$ cat src/rtl/fb_pkg.sv
// Shared constants and helpers for the OLED framebuffer write path.
// Geometry is fixed to the 96x64 RGB565 panel.
package fb_pkg;

    localparam int SCR_W    = 96;
    localparam int SCR_H    = 64;
    localparam int COL_W    = 16;
    localparam int ADDR_W   = 13;
    localparam int X_W      = 7;
    localparam int Y_W      = 6;
    localparam int FB_DEPTH = SCR_W * SCR_H;

    function automatic logic in_bounds(
        input logic [X_W-1:0] x,
        input logic [Y_W-1:0] y
    );
        return (8'(x) < 8'(SCR_W)) && (8'(y) < 8'(SCR_H));
    endfunction

    // y*96 + x built from shifts so no multiplier is inferred
    function automatic logic [ADDR_W-1:0] pix_index(
        input logic [X_W-1:0] x,
        input logic [Y_W-1:0] y
    );
        logic [ADDR_W-1:0] yw;
        yw = ADDR_W'(y);
        return (yw << 6) + (yw << 5) + ADDR_W'(x);
    endfunction

endpackage

$ cat src/rtl/rr_arbiter.sv
// Combinational round-robin picker: first asserted request at or after
// the pointer, searching cyclically. The pointer register lives outside.
module rr_arbiter #(
    parameter int N_REQ = 4,
    parameter int IDX_W = (N_REQ > 1) ? $clog2(N_REQ) : 1
) (
    input  logic [N_REQ-1:0] req,
    input  logic [IDX_W-1:0] ptr,
    input  logic             en,
    output logic [N_REQ-1:0] gnt,
    output logic [IDX_W-1:0] idx,
    output logic             valid
);

    int c;

    always_comb begin
        gnt   = '0;
        idx   = '0;
        valid = 1'b0;
        c     = 0;
        if (en) begin
            for (int k = 0; k < N_REQ; k++) begin
                c = int'(ptr) + k;
                if (c >= N_REQ) begin
                    c = c - N_REQ;
                end
                if (!valid && req[IDX_W'(c)]) begin
                    valid            = 1'b1;
                    gnt[IDX_W'(c)]   = 1'b1;
                    idx              = IDX_W'(c);
                end
            end
        end
    end

endmodule

$ cat src/rtl/fb_write_arbiter.sv
// Round-robin arbiter sharing the framebuffer write port among N drawers.
// Define FB_WRITE_ARB_STRICT0_EN to give requester 0 strict priority.
module fb_write_arbiter
    import fb_pkg::*;
#(
    parameter int N_REQ = 4
) (
    input  logic                   clk,
    input  logic                   reset,
    input  logic [N_REQ-1:0]       req,
    input  logic [N_REQ*X_W-1:0]   x_in,
    input  logic [N_REQ*Y_W-1:0]   y_in,
    input  logic [N_REQ*COL_W-1:0] col_in,
    output logic [N_REQ-1:0]       grant,
    output logic                   fb_we,
    output logic [ADDR_W-1:0]      fb_addr,
    output logic [COL_W-1:0]       fb_data,
    input  logic                   fb_ready,
    output logic [7:0]             oob_cnt
);

    localparam int IDX_W = (N_REQ > 1) ? $clog2(N_REQ) : 1;

    logic [IDX_W-1:0]  ptr_q, ptr_d;
    logic              fb_we_q, fb_we_d;
    logic [ADDR_W-1:0] fb_addr_q, fb_addr_d;
    logic [COL_W-1:0]  fb_data_q, fb_data_d;
    logic [7:0]        oob_cnt_q, oob_cnt_d;

    logic              slot_free;
    logic              arb_en;
    logic              rr_en;
    logic [N_REQ-1:0]  arb_req;
    logic [N_REQ-1:0]  rr_gnt;
    logic [IDX_W-1:0]  rr_idx;
    logic              rr_any;
    logic [IDX_W-1:0]  win_idx;
    logic              adv;
    logic              any_gnt;
    logic [X_W-1:0]    x_sel;
    logic [Y_W-1:0]    y_sel;
    logic [COL_W-1:0]  col_sel;
    logic              inb;

    // Slot drains this cycle if it is empty or the RAM takes the write now
    assign slot_free = !fb_we_q || fb_ready;
    assign arb_en    = slot_free && !reset;

    rr_arbiter #(
        .N_REQ (N_REQ),
        .IDX_W (IDX_W)
    ) u_rr (
        .req   (arb_req),
        .ptr   (ptr_q),
        .en    (rr_en),
        .gnt   (rr_gnt),
        .idx   (rr_idx),
        .valid (rr_any)
    );

`ifdef FB_WRITE_ARB_STRICT0_EN
    logic strict0;

    // Requester 0 is masked out of the ring; the ring pointer skips it
    assign strict0 = arb_en && req[0];
    assign arb_req = req & ~N_REQ'(1);
    assign rr_en   = arb_en && !req[0];
    assign grant   = strict0 ? N_REQ'(1) : rr_gnt;
    assign win_idx = strict0 ? '0 : rr_idx;
    assign adv     = rr_any && !strict0;
`else
    assign arb_req = req;
    assign rr_en   = arb_en;
    assign grant   = rr_gnt;
    assign win_idx = rr_idx;
    assign adv     = rr_any;
`endif

    assign any_gnt = |grant;

    always_comb begin
        x_sel   = '0;
        y_sel   = '0;
        col_sel = '0;
        for (int i = 0; i < N_REQ; i++) begin
            if (IDX_W'(i) == win_idx) begin
                x_sel   = x_in[i*X_W +: X_W];
                y_sel   = y_in[i*Y_W +: Y_W];
                col_sel = col_in[i*COL_W +: COL_W];
            end
        end
    end

    assign inb = in_bounds(x_sel, y_sel);

    always_comb begin
        fb_we_d   = fb_we_q && !fb_ready;
        fb_addr_d = fb_addr_q;
        fb_data_d = fb_data_q;
        oob_cnt_d = oob_cnt_q;
        ptr_d     = ptr_q;
        if (any_gnt) begin
            fb_we_d = inb;
            if (inb) begin
                fb_addr_d = pix_index(x_sel, y_sel);
                fb_data_d = col_sel;
            end else if (oob_cnt_q != 8'hFF) begin
                oob_cnt_d = oob_cnt_q + 8'd1;
            end
        end
        if (adv) begin
            ptr_d = (win_idx == IDX_W'(N_REQ - 1)) ? '0 : win_idx + 1'b1;
        end
    end

    always_ff @(posedge clk or posedge reset) begin
        if (reset) begin
            ptr_q     <= '0;
            fb_we_q   <= 1'b0;
            fb_addr_q <= '0;
            fb_data_q <= '0;
            oob_cnt_q <= '0;
        end else begin
            ptr_q     <= ptr_d;
            fb_we_q   <= fb_we_d;
            fb_addr_q <= fb_addr_d;
            fb_data_q <= fb_data_d;
            oob_cnt_q <= oob_cnt_d;
        end
    end

    assign fb_we   = fb_we_q;
    assign fb_addr = fb_addr_q;
    assign fb_data = fb_data_q;
    assign oob_cnt = oob_cnt_q;

endmodule

$ cat config.mk
export PLATFORM = sky130hd
export DESIGN_NAME = fb_write_arbiter
export DESIGN_NICKNAME = d
export VERILOG_FILES = /design/src/rtl/fb_pkg.sv /design/src/rtl/rr_arbiter.sv /design/src/rtl/fb_write_arbiter.sv
export SDC_FILE = /design/constraint.sdc
export NUM_CORES = 1
export LEC_CHECK = 0
export ABC_CLOCK_PERIOD_IN_PS = 5900
export CORE_MARGIN = 1.5
export CORE_UTILIZATION = 30
export CTS_CLUSTER_DIAMETER = 40
export DETAILED_ROUTE_END_ITERATION = 6
export SLEW_MARGIN = 10
export SYNTH_ARGS = -nofsm -noshare
export SYNTH_HDL_FRONTEND = slang
export SYNTH_HIERARCHICAL = 1
export SYNTH_SLANG_ARGS = --single-unit
$ cat constraint.sdc
create_clock -name clk -period 5.9 [get_ports clk]
set_input_delay 1.18 -clock clk [delete_from_list [all_inputs] [get_ports clk]]
set_output_delay 1.18 -clock clk [all_outputs]
set_load 0.005 [all_outputs]
# Word level (Yosys, flattened, before mapping)
# Cells that the tools add are included.
# Widths: inputs -> output; s select.
# op_classes
add_sub_neg	11
order_cmp	13
n_eq_ne	5
n_mux	63
bitwise	4
n_reduce_logical	20
# op_table
op	count
$mux 16	4
$mux 4	8
$mux 2	14
$mux 7	4
$mux 6	4
$mux 1	21
$lt 2x4->1 const B	4
$add 12x11->13	1
$add 13x7->13	1
$or 4x4->4	3
$ge 3x3->1 const B	3
$logic_and 1x1->1	9
$add 8x1->8 const B	1
$bmux 1 s2	4
$demux 1 s2	4
$ge 2x1->1 const B	4
$ne 8x8->1 const B	1
$sub 2x1->2 const B	4
$lt 7x7->1 const B	1
$add 2x2->3 const B	2
$logic_not 1->1	6
$eq 2x2->1 const A	2
$reduce_or 4->1	1
$add 2x1->3 const B	1
9 further kinds	9
# word_totals
ff_bits	40
inputBits	123
out_inout_bits	42

# Logic depth before layout (Yosys ltp)
# logic_depth
ltp_word	29
depth_mapped	27
mapped_depth_nobuf	24

# By module
# Netlist, hierarchy kept.
# by_module_without_submodules
mod	instances	cells_per_inst	area_per_inst_um2	seq_area_each_um2
fb_write_arbiter	1	329	2856.5	1001.0
rr_arbiter	1	54	473.0	0.0

# Worst setup path before layout
# OpenSTA, ideal clock, no wires.
# synth_timing
path_type	input to register
start	input req[2]
end	register fb_addr_q[10] (netlist: fb_addr[10])
setup_ps	127
arrival_ps	5347
slack_ps	426
cell_stages	20
path_cell_list	mux4_2 > nor3_4 > nand2_2 > a221oi_2 > ha_1 > clkbuf_1 > clkbuf_1 > buf_1 > nor2_1 > a21oi_1 > fa_1 > inv_1 > ha_1 > inv_1 > fa_1 > inv_1 > a21oi_1 > o21bai_1 > xor2_1 > mux2_1
# synth_via
elab_chain_len	24
word_cells_on_any_way	57
cone_classes	add/sub (2); order compare (1); eq/ne (3); mux (39); bitwise (3); reduce/logical (9)
# synth_rtl
element	line	source
start, declared	fb_write_arbiter.sv:10	input logic [N_REQ-1:0] req,
$bmux 1 s2	rr_arbiter.sv:28	if (!valid && req[IDX_W'(c)]) begin
$mux 1 (implied by the code) (2 in a row)	rr_arbiter.sv:28	
$mux 1	rr_arbiter.sv:28	
$mux 1	rr_arbiter.sv:22	if (en) begin
$logic_not 1->1	rr_arbiter.sv:28	
$logic_and 1x1->1	rr_arbiter.sv:28	
$mux 1	rr_arbiter.sv:28	
$mux 1	rr_arbiter.sv:22	
[... 5 more ...]	n/a	
$logic_and 1x1->1	rr_arbiter.sv:28	
$mux 2 *	rr_arbiter.sv:28	
$mux 2 *	rr_arbiter.sv:22	
net rr_idx[1]	fb_write_arbiter.sv:35	logic [IDX_W-1:0] rr_idx;
$logic_not 2->1	fb_write_arbiter.sv:86	if (IDX_W'(i) == win_idx) begin
$mux 6 or $mux 7 (tied branches) (4 in a row)	fb_write_arbiter.sv:86	
$add 12x11->13 or $lt 7x7->1 (tied branches)	fb_pkg.sv:27, fb_pkg.sv:17	
$add 13x7->13 or $reduce_and 2->1 (tied branches)	n/a	
end signal, assigned	fb_write_arbiter.sv:126	fb_addr_q <= fb_addr_d;
end, declared	fb_write_arbiter.sv:26	logic [ADDR_W-1:0] fb_addr_q, fb_addr_d;
# The timed path passes the listed nets; every way through them passes the cells marked *. The select of a mux whose other input is x is not followed.
# A chain may end at the register's enable or synchronous reset.

# Worst setup path in the final report
# Same ends and word-level chain as after synthesis.

==> flow_summary_export.csv <==
group,metric,value,unit
global_route,grt_overflow,0,
clock_tree,cts_buffers,5,
worst_setup_path,critPathLaunchType,"input port",
timing,fin_crit,5.53,ns
drt,first_iter_violations,229,
finish,drive_gt1_share,9.69,%
logic_synthesis,ys_seq_elements,40,
global_route,grtUsageTotal,19.4,%
global_route,antenna_found_initial,0,
timing,setup_viol,0,
status,outcome,"finished, final reports clean",
logic_synthesis,ys_types,49,
drt,ant_nets,0,
worst_setup_path,slowest_delay,0.59,ns
drt,drtPass1Iterations,5,
finish,nets,695,
pwr,swShare,44.8,%
worst_setup_path,cp_cell_sequence,"clkdlybuf4s50_1 > mux4_2 > and2b_2 > o21ai_0 > a21oi_2 > inv_1 > ha_1 > nor2b_2 > a22oi_1 > nor2_1 > a21oi_1 > nor2_1 > a21oi_1 > fa_1 > inv_1 > ha_1 > inv_1 > fa_1 > inv_1 > a21oi_1 > o21bai_1 > xor2_1 > mux2_1",
clock_tree,holdBufCountCts,0,
logic_synthesis,syn_nets,532,
clock_tree,clk_pin_slew,0.08,ns
die,die_x,108,um
pwr,power_density,545,nW/um^2
worst_setup_path,cp-end-kind,"flop",
die,num_io_pins,165,
clock_tree,cts_tree,"done",
pwr,p_leak,2.15,nW
logic_synthesis,syn-instance-count,383,
worst_setup_path,critical_path.most_common_cell,"inv_1",
timing,slew_violations,0,
timing,slew_headroom,40.7,%
placed_design,placed_cell_area,5170,um^2
worst_setup_path,crit_type,"in -> reg",
pwr,power_switching,1.30,mW
die,coreArea,10800,um^2
worst_setup_path,cp_top_family,"adder cells",
drt,wire_per_inst,16.8,um
logic_synthesis,syn_area,3330,um^2
timing,fin_setup_tns,0,ns
timing,finalCritPeriodShare,93.7,%
placed_design,pre_cts_slack,0.0364,ns
logic_synthesis,synth_top_area_cell,"dfrtp_1",
global_route,grt_max_degree,47,
die,die_h,108,um
die,start_util,30.7,%
placed_design,place.gp.congestion,0.853,
logic_synthesis,synthTopCellsByArea,"dfrtp_1, a21oi_1, ha_1",
pwr,p_clk_share,8.4,%
finish,multi_input_area,2140,um^2
finish,fin_cells,687,
finish,num_antenna_cells,0,
timing,worst_clock_skew,0.00699,ns
logic_synthesis,async_flop_share,100,%
pwr,intPower,1.59,mW
flow_run,maxCapViolations,0,
global_route,grt_pass1_wl,17600,um
pwr,seqPwrFrac,16.8,%
clock_tree,htree_levels,2,
timing,rsz0062_at_grt,"false",
placed_design,dp_hpwl,9020,um
global_route,grt_pass1_vias,3468,
pwr,power,2.89,mW
worst_setup_path,slowest_stage,"mux4_2",
finish,final_util,48.9,%
placed_design,io_buffer_count,164,
logic_synthesis,ys_warn_count,6,
finish,area_delta_synth_final,59.4,%
placed_design,dp.cells,678,
drt,wirelength,11500,um
worst_setup_path,critPathBufInv,5,
die,fp.dieArea,11700,um^2
logic_synthesis,yosysSeqAreaShare,30.1,%
worst_setup_path,cp_max_fo,6,
finish,post-route-cell-area,5310,um^2
finish,ff_latch_area,1000,um^2
logic_synthesis,avgSynthCellArea,8.69,um^2
worst_setup_path,cp.arrival,5.71,ns
worst_setup_path,critPathRequiredTime,6.08,ns
die,rows,38,
timing,max_freq,181,MHz
timing,tightest_slew,0.888,ns
logic_synthesis,synthFlopType,"dfrtp_1",
timing,worst_slack,0.371,ns
drt,vias,3497,
clock_tree,cts-root-buf,"clkbuf_8",
hold_path,worst_hold_path_type,"reg -> reg",
drt,viasPerCell,5.09,
clock_tree,cts_sinks,40,
clock_tree,insertion_delay,0.30,ns
finish,fill_cells,1068,
pwr,power_frac_comb,74.7,%
logic_synthesis,synth_top_cell_area_share,30.1,%
drt,drc,0,
pwr,vdd_drop_max,275,uV
timing,hold_viol,0,
clock_tree,clockBufferDepth,2,
logic_synthesis,synth_edf_count,0,
timing,holdWs,0.494,ns
[per-layer routing]
metal  routed length [um]  vias to the layer above  track usage [%]
met5                    0                        -                0
met1                 4430                     1628             21.1
met2                 5800                      143             36.4
li1                     -                     1713                -
met4                  185                        0             5.45
met3                 1100                       13             5.61
[cells in the mapped netlist (4+ instances only)]
cell,n
a21oi_1,64
dfrtp_1,40
nor2_1,38
ha_1,24
nor2b_1,24
a221oi_1,23
nor3_1,23
inv_1,20
nand2_1,17
clkbuf_1,15
mux2_1,9
o21ai_0,6
xor2_1,6
a31oi_1,4
buf_4,4
mux2i_1,4
nand2b_1,4
[flip-flops by register name, summed over array words and instances (netlist names)]
| signal | count |
|---|---|
| ptr_q | 2 |
| oob_cnt | 8 |
| fb_we | 1 |
| fb_addr | 13 |
| fb_data | 16 |
[power by group through the flow]
stage / Combinational, mW / Clock [mW] / Sequential [mW]
4_1_cts: 2.19 / 0.252 / 0.488
3_3_place_gp: 2.16 / 0 / 0.487
2_1_floorplan: 1.38 / 0 / 0.506
5_1_grt: 2.42 / 0.261 / 0.502
3_5_place_dp: 2.18 / 0 / 0.493
6_report: 2.16 / 0.243 / 0.487
[worst register-to-register path, stage by stage (launching register included)]
cell and delay (ns):
dfrtp_1 0.36, inv_1 0.10, ha_1 0.39, mux4_2 0.42, and2b_2 0.27, o21ai_0 0.11, a21oi_2 0.22, inv_1 0.09
ha_1 0.21, nor2b_2 0.17, a22oi_1 0.18, nor2_1 0.06, a21oi_1 0.11, nor2_1 0.07, a21oi_1 0.16, fa_1 0.43
inv_1 0.07, ha_1 0.17, inv_1 0.06, fa_1 0.40, inv_1 0.07, a21oi_1 0.06, o21bai_1 0.19, xor2_1 0.09
mux2_1 0.29
[cell type report]
type	instances	share of cell area [%]
Tap cell	140	3.30
Clock inverter	2	0.731
Clock buffer	6	1.56
Inverter	20	1.41
Timing Repair Buffer	182	33.7
Sequential cell	40	18.9
Multi-Input combinational cell	297	40.4
[kinds of logic (layout without fill, tap and decap cells)]
group                    Yosys count  in the layout  synth area share (%)
buffers and inverters             46            210                  5.97
AND/OR/NAND/NOR                  128            128                  20.6
XOR/XNOR                           9              9                  2.37
multiplexers                      20             20                  8.08
flip-flops                        40             40                  30.1
adder cells (fa/ha/maj)           26             26                  10.2
AO/OA/AOI/OAI                    114            114                  22.7
[final timing paths]
check	from	endpoint	slack (ns)	cells past startpoint
hold reg to reg	fb_addr[11]	fb_addr[11]	0.49	1
min in group asynchronous	reset	ptr_q[1]	1.41	2
max in group asynchronous	reset	fb_addr[3]	3.93	2
setup / recovery	req[2]	fb_addr[10]	0.37	23
hold / removal	fb_addr[11]	fb_addr[11]	0.49	1
setup reg to reg	ptr_q[0]	fb_addr[10]	1.04	24
[layout by cell type (no fill, tap or decap), types with 3 or more instances in the layout]
master             n
nand2b_1           4
mux4_2             3
nor2_1            38
a221oi_1          23
a31oi_1            4
xnor2_1            3
o22ai_1            3
xor2_1             6
dfrtp_1           40
clkdlybuf4s50_1  164
nand2_1           17
mux2_1             9
clkbuf_8           6
nand3_1            3
o21ai_0            6
buf_4             17
mux2i_1            4
mux2_2             3
nor2b_1           23
ha_1              22
inv_1             19
nand4_1            3
a21oi_1           62
nor3_1            23
[what timing repair did]
action | in CTS | in global routing
gates resized for setup | 0 | 2
setup endpoints to repair | 0 | 1
setup buffers | 0 | 1
Note: power is estimated with default switching activity, not from simulation.
